[src/rtl/beta_pkg.sv]
// Shared types and constants for the beta core front end.
package beta_pkg;

  localparam int unsigned IFU_XLEN = 32;
  localparam logic [IFU_XLEN-1:0] IFU_BOOT_ADDR = 32'h0000_0000;

  // One fetch-queue slot: allocated at grant with its PC, filled at rvalid.
  typedef struct packed {
    logic [IFU_XLEN-1:0] pc;
    logic [IFU_XLEN-1:0] instr;
    logic                filled;
  } ifu_entry_t;

  // Circular-buffer pointer increment for depths that need not be powers of two.
  function automatic int unsigned ifu_ptr_inc(input int unsigned ptr, input int unsigned depth);
    return (ptr == depth - 1) ? 0 : ptr + 1;
  endfunction

endpackage

[src/rtl/beta_fetch_unit_queue.sv]
// In-order fetch queue: slots are allocated with a PC at grant and filled
// with the instruction at the matching response; the head feeds decode.
module beta_ifu_queue
  import beta_pkg::*;
#(
  parameter int unsigned DataWidth = 32,
  parameter int unsigned AddrWidth = 32,
  parameter int unsigned Depth     = 3,
  localparam int unsigned PtrW     = $clog2(Depth) + 1
) (
  input  logic                 clk_i,
  input  logic                 rst_i,
  input  logic                 flush_i,
  input  logic                 alloc_i,
  input  logic [AddrWidth-1:0] alloc_pc_i,
  input  logic                 fill_i,
  input  logic [DataWidth-1:0] fill_data_i,
  input  logic                 pop_i,
  output logic [PtrW-1:0]      count_o,
  output logic                 head_valid_o,
  output logic [AddrWidth-1:0] head_pc_o,
  output logic [DataWidth-1:0] head_instr_o
);

  logic [Depth-1:0][AddrWidth-1:0] pc_q;
  logic [Depth-1:0][DataWidth-1:0] instr_q;
  logic [Depth-1:0]                filled_q;
  logic [PtrW-1:0]                 head_q, tail_q, fill_q, cnt_q;
  logic                            head_filled;

  always_ff @(posedge clk_i or posedge rst_i) begin
    if (rst_i) begin
      pc_q     <= '0;
      instr_q  <= '0;
      filled_q <= '0;
      head_q   <= '0;
      tail_q   <= '0;
      fill_q   <= '0;
      cnt_q    <= '0;
    end else if (flush_i) begin
      // Every outstanding response becomes a discard, so filling restarts at slot 0.
      filled_q <= '0;
      head_q   <= '0;
      tail_q   <= '0;
      fill_q   <= '0;
      cnt_q    <= '0;
    end else begin
      if (alloc_i) tail_q <= PtrW'(ifu_ptr_inc(32'(tail_q), Depth));
      if (fill_i)  fill_q <= PtrW'(ifu_ptr_inc(32'(fill_q), Depth));
      if (pop_i)   head_q <= PtrW'(ifu_ptr_inc(32'(head_q), Depth));
      cnt_q <= cnt_q + PtrW'(alloc_i) - PtrW'(pop_i);
      for (int i = 0; i < Depth; i++) begin
        if (pop_i && head_q == PtrW'(i)) filled_q[i] <= 1'b0;
        if (alloc_i && tail_q == PtrW'(i)) begin
          pc_q[i]     <= alloc_pc_i;
          filled_q[i] <= 1'b0;
        end
        if (fill_i && fill_q == PtrW'(i)) begin
          instr_q[i]  <= fill_data_i;
          filled_q[i] <= 1'b1;
        end
      end
    end
  end

  always_comb begin
    head_pc_o    = '0;
    head_instr_o = '0;
    head_filled  = 1'b0;
    for (int i = 0; i < Depth; i++) begin
      if (head_q == PtrW'(i)) begin
        head_pc_o    = pc_q[i];
        head_instr_o = instr_q[i];
        head_filled  = filled_q[i];
      end
    end
  end

  assign head_valid_o = (cnt_q != '0) & head_filled;
  assign count_o      = cnt_q;

endmodule

[src/rtl/beta_fetch_unit.sv]
// Beta instruction fetch unit: fetch PC, req/gnt/rvalid request control,
// redirect flush with response discarding, and the decode-facing queue.
module beta_fetch_unit
  import beta_pkg::*;
#(
  parameter int unsigned          DataWidth = 32,
  parameter int unsigned          AddrWidth = 32,
  parameter logic [AddrWidth-1:0] BootAddr  = AddrWidth'(IFU_BOOT_ADDR),
  parameter int unsigned          FifoDepth = 3
) (
  input  logic                 clk_i,
  input  logic                 rst_i,
  input  logic                 fetch_en_i,
  input  logic                 redirect_i,
  input  logic [AddrWidth-1:0] redirect_pc_i,
  output logic                 imem_req_o,
  output logic [AddrWidth-1:0] imem_addr_o,
  input  logic                 imem_gnt_i,
  input  logic                 imem_rvalid_i,
  input  logic [DataWidth-1:0] imem_rdata_i,
  output logic                 ifu_valid_o,
  output logic [DataWidth-1:0] ifu_instr_o,
  output logic [AddrWidth-1:0] ifu_pc_o,
  input  logic                 ifu_ready_i,
  output logic                 ifu_busy_o
);

  localparam int unsigned PtrW = $clog2(FifoDepth) + 1;
  localparam int unsigned DcW  = $clog2(FifoDepth + 2);
  localparam int unsigned OsW  = $clog2(2 * FifoDepth + 4);

  logic [AddrWidth-1:0] fpc_q, fpc_d, req_addr_q, redir_pc;
  logic                 req_pend_q, req_pend_d, stale_q, stale_d;
  logic [DcW-1:0]       dcnt_q, dcnt_d;
  logic [OsW-1:0]       outs_q, outs_d;
  logic [PtrW-1:0]      q_cnt;
  logic                 head_vld, credit_ok, gnt, rsp_drop, alloc, fill, pop;

  assign redir_pc = {redirect_pc_i[AddrWidth-1:2], 2'b00};

  // Credit uses the ungated pop so redirect has no path to the request.
  assign credit_ok   = (q_cnt - PtrW'(head_vld & ifu_ready_i)) < PtrW'(FifoDepth);
  assign imem_req_o  = req_pend_q | (fetch_en_i & credit_ok);
  assign imem_addr_o = req_pend_q ? req_addr_q : fpc_q;

  assign gnt      = imem_req_o & imem_gnt_i;
  assign rsp_drop = imem_rvalid_i & (dcnt_q != '0);
  assign alloc    = gnt & ~stale_q & ~redirect_i;
  assign fill     = imem_rvalid_i & (dcnt_q == '0) & ~redirect_i;
  assign pop      = ifu_valid_o & ifu_ready_i;

  assign ifu_valid_o = head_vld & ~redirect_i;
  assign ifu_busy_o  = req_pend_q | (outs_q != '0) | (dcnt_q != '0);

  always_comb begin
    fpc_d      = fpc_q;
    outs_d     = outs_q + OsW'(gnt) - OsW'(imem_rvalid_i);
    dcnt_d     = dcnt_q;
    req_pend_d = imem_req_o & ~imem_gnt_i;
    // A held request that predates a redirect is fetched but thrown away.
    stale_d    = imem_req_o & ~imem_gnt_i & (stale_q | redirect_i);
    if (redirect_i) begin
      fpc_d  = redir_pc;
      dcnt_d = DcW'(outs_d);
    end else begin
      if (alloc) fpc_d = fpc_q + AddrWidth'(4);
      dcnt_d = dcnt_q + DcW'(gnt & stale_q) - DcW'(rsp_drop);
    end
  end

  always_ff @(posedge clk_i or posedge rst_i) begin
    if (rst_i) begin
      fpc_q      <= BootAddr;
      req_addr_q <= BootAddr;
      req_pend_q <= 1'b0;
      stale_q    <= 1'b0;
      dcnt_q     <= '0;
      outs_q     <= '0;
    end else begin
      fpc_q      <= fpc_d;
      req_addr_q <= imem_addr_o;
      req_pend_q <= req_pend_d;
      stale_q    <= stale_d;
      dcnt_q     <= dcnt_d;
      outs_q     <= outs_d;
    end
  end

  beta_ifu_queue #(
    .DataWidth (DataWidth),
    .AddrWidth (AddrWidth),
    .Depth     (FifoDepth)
  ) u_queue (
    .clk_i        (clk_i),
    .rst_i        (rst_i),
    .flush_i      (redirect_i),
    .alloc_i      (alloc),
    .alloc_pc_i   (imem_addr_o),
    .fill_i       (fill),
    .fill_data_i  (imem_rdata_i),
    .pop_i        (pop),
    .count_o      (q_cnt),
    .head_valid_o (head_vld),
    .head_pc_o    (ifu_pc_o),
    .head_instr_o (ifu_instr_o)
  );

endmodule

[config.mk]
export PLATFORM = sky130hd
export DESIGN_NAME = beta_fetch_unit
export DESIGN_NICKNAME = d
export VERILOG_FILES = /design/src/rtl/beta_pkg.sv /design/src/rtl/beta_fetch_unit_queue.sv /design/src/rtl/beta_fetch_unit.sv
export SDC_FILE = /design/constraint.sdc
export NUM_CORES = 1
export LEC_CHECK = 0
export ABC_AREA = 0
export BUFFER_PORTS_ARGS = -buffer_cell sky130_fd_sc_hd__clkbuf_2
export CAP_MARGIN = 20
export CORE_UTILIZATION = 45
export DETAILED_ROUTE_END_ITERATION = 8
export HOLD_SLACK_MARGIN = 0.03
export PLACE_DENSITY = 0.76
export SYNTH_ARGS = -nofsm -noshare
export SYNTH_HDL_FRONTEND = slang
export SYNTH_SLANG_ARGS = --single-unit
export TNS_END_PERCENT = 20
[constraint.sdc]
create_clock -name clk_i -period 10.35 [get_ports clk_i]
set_clock_uncertainty 0.05 [all_clocks]
set_input_delay 0.5175 -clock clk_i [delete_from_list [all_inputs] [get_ports clk_i]]
set_output_delay 0.5175 -clock clk_i [all_outputs]
set_load 0.05 [all_outputs]
==> summary.txt <==
Run status
  – Status: finished, final reports clean

Placed design
  – Post-Place Cell Area: 0.0141 sq mm
  – PortBufs: ~170
  – Final GP Congestion: 0.805
  – Pre-CTS WS: about 6.2 ns
  – DP HPWL: just under 20000 microns

CTS
  – CTS tree: yes
  – Number of gates resized after CTS: 0
  – Longest Clk Path Bufs: 3
  – Post-CTS Hold Buffers: 0
  – Clk Latency, worst-skew pair: 0.55 ns
  – H-tree Lvls: 1
  – Clk Tree Root Cell: clkbuf_16
  – Reg clk slew, reported paths: around 0.060 ns
  – CTS Sinks: between 200 and 300
  – CTS buffer count: 30
  – # Post-CTS Setup Buffers: 0

Synth
  – Post-Syn Instances: approximately 1200
  – Primary FF master, synth: dfrtp_1
  – Post-synth ARST share: 1.00
  – Seq cells post-synth: ~280
  – Synth warnings: 0
  – Synthesized cell area: about 0.013 sq mm
  – Syn Nets: 1329
  – Post-synth cell types: 51
  – Syn Area/Cell: about 10 sq um
  – Sequential share of the synthesized area: 0.539
  – Top cells by area, synth: dfrtp_1 (54%), mux2_2 (9.4%), mux2i_1 (7.7%), nor2_1 (6.9%), a21oi_1 (6.3%)
  – Leading area contributor after synthesis: dfrtp_1
  – Post-synth EDFFs: 0
  – Top-area cell type share of the netlist area: 0.539

Global routing
  – Grt total ovfl: 0
  – First-pass GRT wire length: ~51000 microns
  – GR Util All Layers: 0.218
  – Vias in the first global route: 9676
  – Pin count of the biggest net entering global routing: about 140
  – Initial antenna violation count: 0

Finish
  – Most frequent cells in the layout: dfrtp_1 (274), nor2_1 (236), clkbuf_2 (167)
  – Number of diodes: 0
  – Share of post-route cells with drive strength above 1: 0.252
  – Nets@finish: 1465
  – Commonest non-fill, non-tap cell in the layout: dfrtp_1
  – Final instance area: approximately 0.015 sq mm
  – Area growth from synthesis to layout: 16.8%

Route
  – DR WL/cell: between 15 and 20 microns
  – Final WL: 31400 microns
  – Via/cell ratio: ~5.4
  – Routed vias: around 9600
  – Initial DRC count: between 600 and 700
  – Routed Antenna Nets: 0
  – Residual DRC: 0
  – Pre-antenna DRT Iters: 6

Floorplanning
  – Die span in y: roughly 170 microns
  – Die X: 171 microns
  – Row Count: slightly above 60
  – Initial Util: 0.461
  – Num ports: 170
  – Core ar.: ~0.028 sq mm
  – Die Area: between 0.02 and 0.03 sq mm

Critical path
  – CP endpoint kind: flip-flop
  – Crit-path max FO: 63
  – Crit path DAT: between 4 and 5 ns
  – RR Endpoint: u_queue.pc_q[33]
  – Crit path kind: reg2reg
  – R2R Path Start: u_queue.head_q[1]
  – Startpoint type of the worst setup path: flip-flop
  – R2R setup slack: ~6 ns
  – Req. time, crit path: 10.72 ns
  – R2R cell count: 12

Timing
  – PnR worst setup slack: 6.16 ns
  – Final setup TNS: 0 ns
  – Crit share post-route: 0.405
  – Fmax: between 200 and 250 MHz
  – Unrepaired setup endpoints after global routing: false
  – Max-slew headroom: 0.295
  – Final setup viols: 0
  – Slew Limit Fails: 0
  – Worst Tran Pin Value: between 1 and 1.5 ns
  – Fin. Hold Viols: 0
  – Min cycle time layout: about 4.2 ns

Run
  – Max Cap Violations: 0

Power and ir drop
  – Leak Pwr: ~7 nW
  – Worst VDD drop: 0.000175 V
  – Power per cell area: 261 mW/mm^2

Hold path
  – HP Class: in2async
worst max path at each step:
| stage | cells past startpoint | start | slack, ns | endpoint |
|---|---|---|---|---|
| after floorplan | 1 | rst_i | 2.12 | dcnt_q[0] |
| after global placement | 12 | u_queue.head_q[1] | 6.25 | u_queue.pc_q[65] |
| after detailed placement | 12 | u_queue.head_q[1] | 6.17 | u_queue.pc_q[65] |
| after CTS | 12 | u_queue.head_q[1] | 6.17 | u_queue.pc_q[33] |
| after global routing | 12 | u_queue.head_q[1] | 5.90 | u_queue.pc_q[65] |
| final | 12 | u_queue.head_q[1] | 6.16 | u_queue.pc_q[33] |
layout make-up:
class                   instances  area, sq um
repair buffers                183          976
multi-input cells             834         5480
well taps                     378          473
inverters                      52          203
clock buffers                  44          875
flip-flops and latches        278         6960
fillers                      2481        12900
clock inverters                11          111
synthesized netlist by cell type, types with 6 or more instances:
cell type,n
a21oi_1,162
and3_1,6
buf_1,11
clkbuf_1,64
dfrtp_1,278
ha_1,12
inv_1,50
mux2_2,108
mux2i_1,99
nand2_1,42
nand3_1,21
nand4_1,12
nor2_1,236
nor2b_1,10
nor3_1,13
nor4_1,7
o21ai_0,22
or4_1,6
xnor2_1,20
xor2_1,9
report_power, final:
| group | switching, mW | total (mW) | internal (mW) |
|---|---|---|---|
| combinational | 0.923 | 1.34 | 0.418 |
| clock | 0.429 | 1.06 | 0.633 |
| sequential | 0.162 | 1.54 | 1.38 |
| total | 1.51 | 3.94 | 2.43 |
through the flow:
stage	utilization	hold WS (ns)	std cells	power [mW]
after floorplan	-	0.429	1243	2.58
after CTS	0.538	0.110	1779	3.97
after detailed placement	0.502	0.444	1724	2.90
after global placement	0.502	0.437	1724	2.85
final	0.539	0.108	1780	3.94
after global routing	0.539	0.122	1780	4.17
kinds of logic (layout without fill, tap and decap cells):
| kind of cell | Yosys count | count (layout) | synth area share |
|---|---|---|---|
| AO/OA/AOI/OAI | 202 | 202 | 0.0829 |
| XOR/XNOR | 29 | 29 | 0.0197 |
| adder cells (fa/ha/maj) | 15 | 15 | 0.0163 |
| buffers and inverters | 131 | 290 | 0.0390 |
| flip-flops | 278 | 278 | 0.539 |
| multiplexers | 207 | 207 | 0.171 |
| AND/OR/NAND/NOR | 381 | 381 | 0.132 |
critical path: stages (launching register included):
cell and delay, ns:
dfrtp_2 0.78, nor2b_4 0.27, o2bb2ai_1 0.15, and3_1 0.37
ha_1 0.21, ha_1 0.16, xnor2_1 0.16, a22o_2 0.30
clkinv_1 0.16, buf_4 0.25, nor3_4 0.18, buf_4 0.60
mux2_2 0.40
sequential cells by signal, summed over array words and instances (netlist names), 4 cells and up:
register and cells:
fpc_q 30, u_queue.instr_q 96, req_addr_q 32, outs_q 4, u_queue.pc_q 96
metal layers:
metal / vias to the layer above / GRT usage / part of all wire / wire length, microns
li1: 4512 / - / - / -
met1: 4739 / 0.272 / 0.42 / 13200
met2: 275 / 0.373 / 0.48 / 15100
met3: 60 / 0.0453 / 0.064 / 2000
met4: 0 / 0.0804 / 0.035 / 1090
met5: - / 0 / 0 / 0
(Power assumes the default switching activity.)
